===== config.mk =====
export PLATFORM = sky130hd
export DESIGN_NAME = data_mem_param
export DESIGN_NICKNAME = d
export VERILOG_FILES = /design/src/rtl/data_mem_pkg.sv /design/src/rtl/data_mem_array.sv /design/src/rtl/data_mem_param.sv
export SDC_FILE = /design/constraint.sdc
export NUM_CORES = 1
export LEC_CHECK = 0
export CAP_MARGIN = 30
export CORE_MARGIN = 2
export CORE_UTILIZATION = 33
export DETAILED_ROUTE_END_ITERATION = 10
export HOLD_SLACK_MARGIN = 0.06
export PLACE_DENSITY = 0.55
export SLEW_MARGIN = 20
export SYNTH_ARGS = -nofsm -noshare
export SYNTH_HDL_FRONTEND = slang
export SYNTH_SLANG_ARGS = --single-unit

===== constraint.sdc =====
create_clock -name clock -period 3.15 [get_ports clock]
set_input_delay 0.7875 -clock clock [delete_from_list [all_inputs] [get_ports clock]]
set_output_delay 0.7875 -clock clock [all_outputs]
set_load 0.005 [all_outputs]

===== src/rtl/data_mem_pkg.sv =====
// -----------------------------------------------------------------------------
// data_mem_pkg
// Shared definitions for the parameterised data memory:
//   state_t    - controller FSM state (fill in progress / accepting accesses)
//   INIT_ZERO  - fill pattern: every word cleared
//   INIT_INDEX - fill pattern: word i holds i, truncated to the word width
//   num_bytes  - number of byte lanes in a word of the given width
// -----------------------------------------------------------------------------
package data_mem_pkg;

    typedef enum logic {
        ST_INIT = 1'b0,
        ST_IDLE = 1'b1
    } state_t;

    localparam int unsigned INIT_ZERO  = 0;
    localparam int unsigned INIT_INDEX = 1;

    function automatic int unsigned num_bytes(input int unsigned width);
        return width / 8;
    endfunction

endpackage


===== src/rtl/data_mem_array.sv =====
// -----------------------------------------------------------------------------
// data_mem_array
// Word storage with one byte-enabled write port and one registered read port.
// The storage itself has no reset; only the read register is clearable.
//
// Ports:
//   clock    - rising-edge clock
//   wr_en    - write strobe
//   wr_addr  - write word address (caller guarantees < DEPTH when wr_en=1)
//   wr_data  - write data
//   wr_be    - byte enables, bit k gates wr_data[8k+7:8k]
//   rd_en    - load the read register this edge
//   rd_zero  - with rd_en: load zero instead of a stored word
//   rd_clr   - clear the read register (has priority over rd_en)
//   rd_addr  - read word address (only used when rd_zero=0)
//   rd_data  - registered read data, holds between loads
// -----------------------------------------------------------------------------
module data_mem_array
    import data_mem_pkg::*;
#(
    parameter int unsigned DATA_W = 16,
    parameter int unsigned ADDR_W = 5,
    parameter int unsigned DEPTH  = 32
) (
    input  logic                           clock,
    input  logic                           wr_en,
    input  logic [ADDR_W-1:0]              wr_addr,
    input  logic [DATA_W-1:0]              wr_data,
    input  logic [num_bytes(DATA_W)-1:0]   wr_be,
    input  logic                           rd_en,
    input  logic                           rd_zero,
    input  logic                           rd_clr,
    input  logic [ADDR_W-1:0]              rd_addr,
    output logic [DATA_W-1:0]              rd_data
);

    localparam int unsigned NBYTES = num_bytes(DATA_W);

    logic [DATA_W-1:0] mem [DEPTH];

    always_ff @(posedge clock) begin
        if (wr_en) begin
            for (int unsigned k = 0; k < NBYTES; k++) begin
                if (wr_be[k]) begin
                    mem[wr_addr][8*k +: 8] <= wr_data[8*k +: 8];
                end
            end
        end
    end

    always_ff @(posedge clock) begin
        if (rd_clr) begin
            rd_data <= '0;
        end else if (rd_en) begin
            rd_data <= rd_zero ? '0 : mem[rd_addr];
        end
    end

endmodule


===== src/rtl/data_mem_param.sv =====
// -----------------------------------------------------------------------------
// data_mem_param
// Single-port data memory with byte enables, a power-up / on-demand fill
// sequence and out-of-range detection.
//
// After reset (or an init_req while idle) the controller spends exactly DEPTH
// cycles writing the INIT_MODE pattern into every word; ready is low for that
// time and requests are ignored. While idle, a request is accepted when
// req=1 and ready=1; reads return data one cycle later with an rvalid pulse,
// and any access with address >= DEPTH raises a one-cycle err pulse at the
// same point (out-of-range writes are dropped, reads return zero).
//
// Ports:
//   clock    - rising-edge clock
//   reset    - synchronous, active-low reset
//   req      - access request
//   we       - 1 = write, 0 = read
//   address  - word address
//   wdata    - write data
//   be       - byte enables for writes
//   init_req - start a full re-fill (honoured only while idle)
//   rdata    - read data, holds until the next read or reset
//   rvalid   - one-cycle pulse: rdata updated by an accepted read
//   ready    - 1 while accesses are accepted
//   err      - one-cycle pulse: accepted access was out of range
// -----------------------------------------------------------------------------
module data_mem_param
    import data_mem_pkg::*;
#(
    parameter int unsigned DATA_W    = 16,
    parameter int unsigned ADDR_W    = 5,
    parameter int unsigned DEPTH     = 32,
    parameter int unsigned INIT_MODE = INIT_INDEX
) (
    input  logic                           clock,
    input  logic                           reset,
    input  logic                           req,
    input  logic                           we,
    input  logic [ADDR_W-1:0]              address,
    input  logic [DATA_W-1:0]              wdata,
    input  logic [num_bytes(DATA_W)-1:0]   be,
    input  logic                           init_req,
    output logic [DATA_W-1:0]              rdata,
    output logic                           rvalid,
    output logic                           ready,
    output logic                           err
);

    localparam int unsigned       NBYTES    = num_bytes(DATA_W);
    localparam logic [ADDR_W-1:0] LAST_WORD = ADDR_W'(DEPTH - 1);
    // One extra bit so DEPTH == 2**ADDR_W is representable.
    localparam logic [ADDR_W:0]   DEPTH_EXT = (ADDR_W + 1)'(DEPTH);

    state_t              state;
    state_t              state_next;
    logic [ADDR_W-1:0]   fill_cnt;
    logic                fill_last;
    logic [DATA_W-1:0]   fill_data;
    logic                accept;
    logic                in_range;

    logic                mem_wr_en;
    logic [ADDR_W-1:0]   mem_wr_addr;
    logic [DATA_W-1:0]   mem_wr_data;
    logic [NBYTES-1:0]   mem_wr_be;
    logic                mem_rd_en;

    assign in_range  = ({1'b0, address} < DEPTH_EXT);
    assign fill_last = (fill_cnt == LAST_WORD);
    assign accept    = req && ready;

    // ---------------------------------------------------------------- FSM
    always_ff @(posedge clock) begin
        if (!reset) begin
            state <= ST_INIT;
        end else begin
            state <= state_next;
        end
    end

    always_comb begin
        state_next = state;
        unique case (state)
            ST_INIT: if (fill_last) state_next = ST_IDLE;
            ST_IDLE: if (init_req)  state_next = ST_INIT;
            default: state_next = ST_INIT;
        endcase
    end

    always_comb begin
        ready = (state == ST_IDLE);
    end

    // ---------------------------------------------------------- fill counter
    // Counter sits at zero whenever no fill is running, so entering INIT
    // from IDLE always starts at word 0 without an explicit load.
    always_ff @(posedge clock) begin
        if (!reset) begin
            fill_cnt <= '0;
        end else if ((state == ST_INIT) && !fill_last) begin
            fill_cnt <= fill_cnt + ADDR_W'(1);
        end else begin
            fill_cnt <= '0;
        end
    end

    always_comb begin
        fill_data = '0;
        if (INIT_MODE == INIT_INDEX) begin
            fill_data = DATA_W'(fill_cnt);
        end
    end

    // ------------------------------------------------------ write port mux
    // The fill owns the write port during INIT; user writes only get it in
    // IDLE. Nothing is written on a reset edge.
    always_comb begin
        mem_wr_en   = 1'b0;
        mem_wr_addr = address;
        mem_wr_data = wdata;
        mem_wr_be   = be;
        if (reset) begin
            if (state == ST_INIT) begin
                mem_wr_en   = 1'b1;
                mem_wr_addr = fill_cnt;
                mem_wr_data = fill_data;
                mem_wr_be   = '1;
            end else if (accept && we && in_range) begin
                mem_wr_en   = 1'b1;
            end
        end
    end

    assign mem_rd_en = reset && accept && !we;

    data_mem_array #(
        .DATA_W (DATA_W),
        .ADDR_W (ADDR_W),
        .DEPTH  (DEPTH)
    ) u_array (
        .clock   (clock),
        .wr_en   (mem_wr_en),
        .wr_addr (mem_wr_addr),
        .wr_data (mem_wr_data),
        .wr_be   (mem_wr_be),
        .rd_en   (mem_rd_en),
        .rd_zero (!in_range),
        .rd_clr  (!reset),
        .rd_addr (address),
        .rd_data (rdata)
    );

    // ------------------------------------------------------ response pulses
    always_ff @(posedge clock) begin
        if (!reset) begin
            rvalid <= 1'b0;
            err    <= 1'b0;
        end else begin
            rvalid <= accept && !we;
            err    <= accept && !in_range;
        end
    end

endmodule


* Word-level counts from Yosys, hierarchy flattened
Memories as Yosys holds them, arrays and structs flattened. A register that Yosys moved wholly into a read port is not among the register bits.
Cells that the tools add are included.
** Word-level totals
- Register bits :: 7
- Memories :: 1
- Memory bits (writable) :: 512
- Output and inout port bits :: 19
** Operators by class
- Reductions and logical operators :: 10
- Bitwise operators :: 1
- Equal/unequal tests :: 1
- Multiplexer cells :: 18
- Add/sub/neg operators :: 1
** Memories
- u_array.mem :: depth 32, width 16, rd ports 1, clocked after memory_dff 1, write ports 1, line data_mem_array.sv:39 : logic [DATA_W-1:0] mem [DEPTH];
** Operators by type and width (count)
- 2-to-1 mux 16 bit :: 2
- 2-to-1 mux 1 bit :: 11
- 2-to-1 mux 5 bit :: 2
- logical AND 1 bit :: 6
- adder 5 x 1 -> 5 bit, second input constant :: 1
- equality test 5 bit, second input constant :: 1
- 2-to-1 mux 2 bit :: 2
- logical NOT 1 bit :: 3
- case mux 1 bit (2 select lines) :: 1
- AND reduction 2 bit :: 1
- inverter 1 bit :: 1

* Depth between registers and ports, before layout
Gate-level depths: netlist of run 1.
- Depth after elaboration :: 7
- Gate-level depth with buffers :: 10

* Hierarchy
A second synthesis of run 1 with hierarchy kept.
** Unflattened totals
- Cells, all modules :: 1124
- Area, all modules :: 21435.6 um2
** Modules (own cells, without submodules)
- data_mem_array :: area an instance 20901.3 um2, instances 1, cells an instance 1069, sequential area each 15695.1 um2
- data_mem_param :: area an instance 534.3 um2, instances 1, cells an instance 55, sequential area each 140.1 um2

* Worst setup path after synthesis of run 1
OpenSTA, ideal clock, no wires.
- Kind :: input port to flip-flop
- Start :: input address[0]
- End :: memory u_array.mem[0][0], enable pin
- Setup slack :: 0.400 ns
- Setup time :: 0.371 ns
- Data arrival time :: 2.380 ns
- Cell stages on the path :: 10
- Path buffers :: 5
- Cells stage by stage :: buf_6 buf_8 buf_6 buf_6 buf_4 nor2_1 nand2_1 o31ai_1 nand2_1 nor2_1
** On the way
- Cells in the longest elaborated chain, start to end :: 2
** RTL lines
- start, declared :: line data_mem_param.sv:39 : input logic [ADDR_W-1:0] address,
- 2-to-1 mux 5 bit :: line data_mem_param.sv:123 : if (state == ST_INIT) begin
- 2-to-1 mux 5 bit * :: line data_mem_param.sv:122 : if (reset) begin
- end, declared :: line data_mem_array.sv:39
Mark *: on every way between the ends. The rest lies on a longest branch, timed or not.

* Worst setup path after layout of run 1
- Start :: input reset
- End :: memory u_array.mem[22][4], enable pin
** On the way
- Cells in the longest elaborated chain, start to end :: 4
- Elaborated cells between the ends (all ways) :: 6
- Those cells by class :: mux: 6
** RTL lines
- start, declared :: line data_mem_param.sv:36 : input logic reset,
- 2-to-1 mux 2 bit :: line data_mem_param.sv:122
- 2-to-1 mux 1 bit :: line data_mem_array.sv:44 : if (wr_be[k]) begin
- 2-to-1 mux 1 bit :: line data_mem_array.sv:42 : if (wr_en) begin
- 2-to-1 mux 1 bit (not written as such) :: line data_mem_array.sv:45 : mem[wr_addr][8*k +: 8] <= wr_data[8*k +: 8];
Parallel ways exist; a longest one is shown, timed or not.

==> impl_results.md, run 1 <==
* Worst Hold Class: flip-flop to flip-flop
* CTS tree: done
* Cell Area, Synth at 21090 um2
* Type of origin of the critical path: input pin
* Async S/R FF share, synth at 0%
* Max frequency at 390.1 MHz
* Post-CTS Hold Buffers at 0
* Die ar. at 65940 um2
* Final Cycle Share at 81.39%
* Post-CTS Setup Bufs at 0
* Number of distinct library cells after synthesis at 36
* Syn nets at 1172
* R2r worst-path depth at 6
* Port bufs at 45
* Placed cell count at 2108
* Std cell rows at 92
* Area share of the largest cell type after synthesis at 72.91%
* Int Pwr at 11.77 mW
* First-pass GRT wire length at 76.04 mm
* H-tree level count at 2
* Total CTS buffers at 52
* Syn_area_per_cell at 18.47 um2
* Crit Path Category: input pin to flip-flop
* Part of the power in registers at 52.9%
* Cell taking the most area after synthesis: edfxtp_1
* P_leak at 8.551 nW
* RSZ-0062 raised after global routing: false
* Layout cells sized above 1 at 22.74%
* Worst Path Arrival at 2.86 ns
* Via Count at 11.04k
* Final nets at 1346
* Status: finished, final reports clean
* Slew margin rel. at 47.59%
* Clk sink count at 535
* Clk Latency, worst-skew pair at 0.60 ns
* Synth Register Bits at 535
* 1st-pass router iterations at 5
* Max_cap viols at 0
* Pin count of the biggest net entering global routing at 38
* Area of the core at 63080 um2
* Max Buffers Root-to-Sink at 3
* Die height at 256.8 um
* Die W at 256.8 um
* Sw frac at 21.14%
* Diode count at 0
* Clock Power Share at 41.2%
* Gr ovfl total at 0
* Clock Root Buffer: clkbuf_16
* Worst Max-Slew Pin Slew at 0.7861 ns
* Crit Path Max Fanout at 8
* Switching pwr at 3.157 mW
* Post-synth EDFFs at 512
* Post-route ant nets at 0
* PwrDens at 596.2 nW/um2
* Crit end category: flip-flop
* Commonest non-fill, non-tap cell in the layout: edfxtp_1
* Final WL at 51.52 mm
* Avg WL per Cell at 23.36 um
* Gp weighted congestion at 0.8046
* Register area share after synthesis at 75.09%
* Starting density of the core at 33.43%
* Tmin final at 2.564 ns
* Vias per inst at 5.008
* Setup Viol. Count Final at 0
* GRT Overall Usage at 15.65%
* Area grow syn2layout at 18.74%
* Most frequent cells in the layout: edfxtp_1, mux2i_1, buf_4, nor2_1, mux4_2
* Worst VDD drop at 0.3638 mV
* Clk slew on worst S/H paths at 0.06 ns
* Fin. Hold Viols at 0
* Setup TNS at 0 ns
* Starting DRT DRC Count at 975
* Gate power share at 6.0%
* Post-Synthesis Cells at 1142
* Clock Skew at 0.01833 ns
* Post-DP HPWL at 32.97 mm
* Largest cells by area after synthesis: edfxtp_1, mux4_2, mux2i_1
* Hold Path Stages at 1
* YS warnings at 0
* Worst Path Required at 3.44 ns
* IO Pins at 47
* DRC viols at 0
* Post-CTS Resized at 0
* Vias in the first global route at 11.18k
* Max Slew Vio Count at 0
* Primary FF master, synth: edfxtp_1
* Initial antenna violation count at 1
* Post-route insts no fill at 2205
## cell usage after synthesis (5+ instances only)
master,instances
edfxtp_1,512
mux2i_1,142
nor2_1,71
mux4_2,64
nand2_1,58
a22oi_1,43
nand3_1,28
clkbuf_1,27
a21oi_1,26
dfxtp_1,23
mux2_2,22
a221oi_1,16
a22o_1,16
buf_2,13
and2_1,12
nor2b_1,10
buf_4,9
buf_6,9
a211oi_1,5
o41ai_1,5
## path summary, 6_finish.rpt
check | startpoint | slack, ns | endpoint
worst min-delay path | u_array.rd_data[5] | 0.51 | u_array.rd_data[5]
worst max-delay path | reset | 0.59 | u_array.mem[22][4]
worst max register to register | ready | 0.70 | u_array.mem[22][4]
worst min register to register | u_array.rd_data[5] | 0.51 | u_array.rd_data[5]
## metrics by stage
step | area [um2] | hold WS (ns) | worst slack, ns | total power [mW] | util [%]
finish | 25040 | 0.5128 | 0.5863 | 14.93 | 39.69
global route | 25040 | 0.5374 | 0.4434 | 15.39 | 39.69
CTS | 25040 | 0.5109 | 0.6304 | 15.07 | 39.69
detailed placement | 23340 | 0.4787 | 0.01278 | 8.944 | 37.00
global placement | 23330 | 0.4809 | -0.02806 | 8.936 | 36.99
floorplan | 21090 | 0.4442 | 0.3996 | 8.546 | -
## flip-flops by register name, indices dropped and copies added, names as in the netlist
name and count:
fill_cnt 5, rvalid 1, u_array.rd_data 16, u_array.mem 512, ready 1
## power groups by stage
stage                     Clock, mW  Sequential [mW]  Combinational [mW]
after floorplan                   0             8.03               0.512
after global placement            0             8.04               0.895
after detailed placement          0             8.04               0.901
after CTS                      6.28             7.89               0.904
after global routing           6.54             7.89               0.957
final                          6.15             7.89               0.892
## cells by family (layout without fill, tap and decap cells)
| family | after synthesis | in the layout | synth area share (%) |
|---|---|---|---|
| DFF | 535 | 535 | 75.09 |
| muxes | 228 | 228 | 14.75 |
| and+or+nand+nor | 191 | 191 | 3.975 |
| AOI/OAI and AO/OA | 118 | 118 | 4.088 |
| buffers and inverters | 65 | 282 | 1.875 |
| adders and majority gates | 2 | 2 | 0.1186 |
| xor gates and xnor gates | 2 | 2 | 0.08308 |
| other | 1 | 1 | 0.01778 |
## cell type report
type | count | area (um2)
fill | 5785 | 38040
tap | 846 | 1059
multi-input combinational | 542 | 4865
sequential | 535 | 15840
clock inverter | 21 | 185.2
inverter | 1 | 3.754
timing repair buffer | 184 | 1579
clock buffer | 76 | 1513
## critical path, stage by stage
cell,delay (ns)
clkdlybuf4s50_1,0.41
nand2b_1,0.36
mux2i_1,0.34
buf_4,0.18
nand2_1,0.27
nor2_1,0.28
buf_4,0.22
## metal layers
layer  track usage [%]  wire length (um)  up-vias
li1                  -                 -     4914
met1             22.79             24040     5710
met2             23.54             22750      338
met3             3.331              3398       79
met4             4.635              1315        2
met5                 0                13        -
No activity file was read; power rests on OpenSTA's default activity.
==> run 2, diff against run 1 <==
- clock period: 3.15 -> 2.7 ns (I/O delays scaled with it)
==> impl_results.md, run 2 (synthesis results as in run 1) <==
* H-tree level count at 2
* Post-CTS Resized at 0
* Max reg flops at 512
* Post-route insts no fill at 2243
* Placed cell count at 2144
* Worst Path Required at 3.02 ns
* Vias in the first global route at 11.49k
* RSZ-0062 raised after global routing: false
* DRC viols at 0
* Crit Path Category: input pin to flip-flop
* Commonest non-fill, non-tap cell in the layout: edfxtp_1
* Pin count of the biggest net entering global routing at 36
* Final WL at 51.27 mm
* Worst Max-Slew Pin Slew at 0.9017 ns
* Clk slew on worst S/H paths at 0.06 ns
* Bufs and invs on worst path at 5
* Area of the core at 63080 um2
* Clock Root Buffer: clkbuf_16
* Worst VDD drop at 0.4332 mV
* Gr ovfl total at 0
* Worst Hold End: u_array.rd_data[2]
* Max frequency at 420.9 MHz
* Starting density of the core at 33.43%
* Crit path max-delay family: buffers and inverters
* Post-DP HPWL at 34.11 mm
* Tmin final at 2.376 ns
* Status: finished, final reports clean
* Final worst setup slack at 0.3241 ns
* Type of origin of the critical path: input pin
* Worst Path Arrival at 2.70 ns
* Fillers at 5680
* Most frequent cells in the layout: edfxtp_1, buf_4, mux2i_1, nor2_1, mux4_2
* Crit end category: flip-flop
* Post-route ant nets at 0
* Total CTS buffers at 54
* Worst Hold Class: flip-flop to flip-flop
* Slew margin rel. at 39.66%
* Reg-to-reg setup timing slack at 0.43 ns
* Diode count at 0
* Via Count at 11.17k
* Setup TNS at 0 ns
* Std cell rows at 92
* Initial antenna violation count at 1
* Most flop-heavy register: u_array.mem
* Post-CTS Hold Buffers at 0
* Worst path cell trace: clkdlybuf4s50_1 > nand2b_1 > buf_12 > buf_4 > o31ai_1 > nand2_1 > buf_4 > nor2_1 > buf_4
* Max_cap viols at 0
* Area grow syn2layout at 21.75%
* Dpl cell area at 23920 um2
* Final nets at 1384
* Area of the multi-input gates at 4865 um2
* Clock Skew at 0.01989 ns
* Hold Crit Start: u_array.rd_data[2]
* Worst path depth at 9
* Port bufs at 45
* Gp weighted congestion at 0.7907
* Reg area at 15840 um2
* Max Slew Vio Count at 0
* Hold WS at 0.4904 ns
* Hold Path Stages at 1
* Avg WL per Cell at 22.86 um
* Final Cycle Share at 87.99%
* Post-CTS Setup Bufs at 0
* Crit Path Max Fanout at 8
* Die W at 256.8 um
* Max Buffers Root-to-Sink at 3
* Crit-path slowest cell: clkdlybuf4s50_1
* Starting DRT DRC Count at 1005
* Setup WS pre-CTS at -0.2618 ns
* Die height at 256.8 um
* 1st-pass router iterations at 5
* Setup Viol. Count Final at 0
* Layout cells sized above 1 at 25.34%
* Design Area, Final at 25670 um2
* Vias per inst at 4.978
* Reg-to-reg critical path startpoint: ready
* Clk sink count at 535
* PwrDens at 689.6 nW/um2
* First-pass GRT wire length at 76.25 mm
* IO Pins at 47
* Worst reg2reg endpoint: u_array.mem[28][4]
* Most used cell, CP: buf_4
* Die ar. at 65940 um2
* Clk Latency, worst-skew pair at 0.60 ns
* Top flop regs: u_array.mem x512, u_array.rd_data x16, fill_cnt x5
* P_leak at 8.858 nW
* CTS tree: done
* GRT Overall Usage at 15.62%
* Fin. Hold Viols at 0
* R2r worst-path depth at 8
* Max incr delay on CP at 0.48 ns
## run 2: changes by cell type in the layout (fill, tap and decap cells not counted), sizes merged
cell,change
bufinv,+2
clkbuf,-9
clkinv,+6
clkinvlp,+4
buf,+36
inv,-1
## run 2: power by group
part	internal, mW	switching, mW	leakage, nW	total (mW)
Combinational	0.470	0.667	3.14	1.14
Clock	4.27	3.09	0.854	7.36
Sequential	9.18	0.0252	4.87	9.21
Total	13.9	3.78	8.86	17.7
## run 2: area by class of cell
type / count / share of cell area, %
multi-input combinational: 542 / 18.95
clock buffer: 67 / 5.614
timing repair buffer: 220 / 8.421
sequential: 535 / 61.68
tap: 846 / 4.123
clock inverter: 32 / 1.204
inverter: 1 / 0.01462
## run 2: worst max-delay path by stage
stage | startpoint | endpoint
floorplan | address[0] | u_array.mem[0][0]
global placement | reset | u_array.mem[28][6]
detailed placement | reset | u_array.mem[28][6]
CTS | reset | u_array.mem[28][3]
global route | reset | u_array.mem[27][3]
finish | reset | u_array.mem[28][4]
## run 2: metrics by stage
stage,power (mW),utilization (%)
2_1_floorplan,9.970,-
3_3_place_gp,10.52,37.93
3_5_place_dp,10.53,37.93
4_1_cts,17.88,40.70
5_1_grt,18.26,40.70
6_report,17.71,40.70
## run 2: per-layer routing
layer | up-vias | GRT usage (%) | share of wire (%)
met5 | - | 0 | 0
met2 | 308 | 23.78 | 45
met1 | 5803 | 22.91 | 48
met3 | 60 | 3.321 | 5.6
li1 | 4994 | - | -
met4 | 0 | 3.618 | 1.7
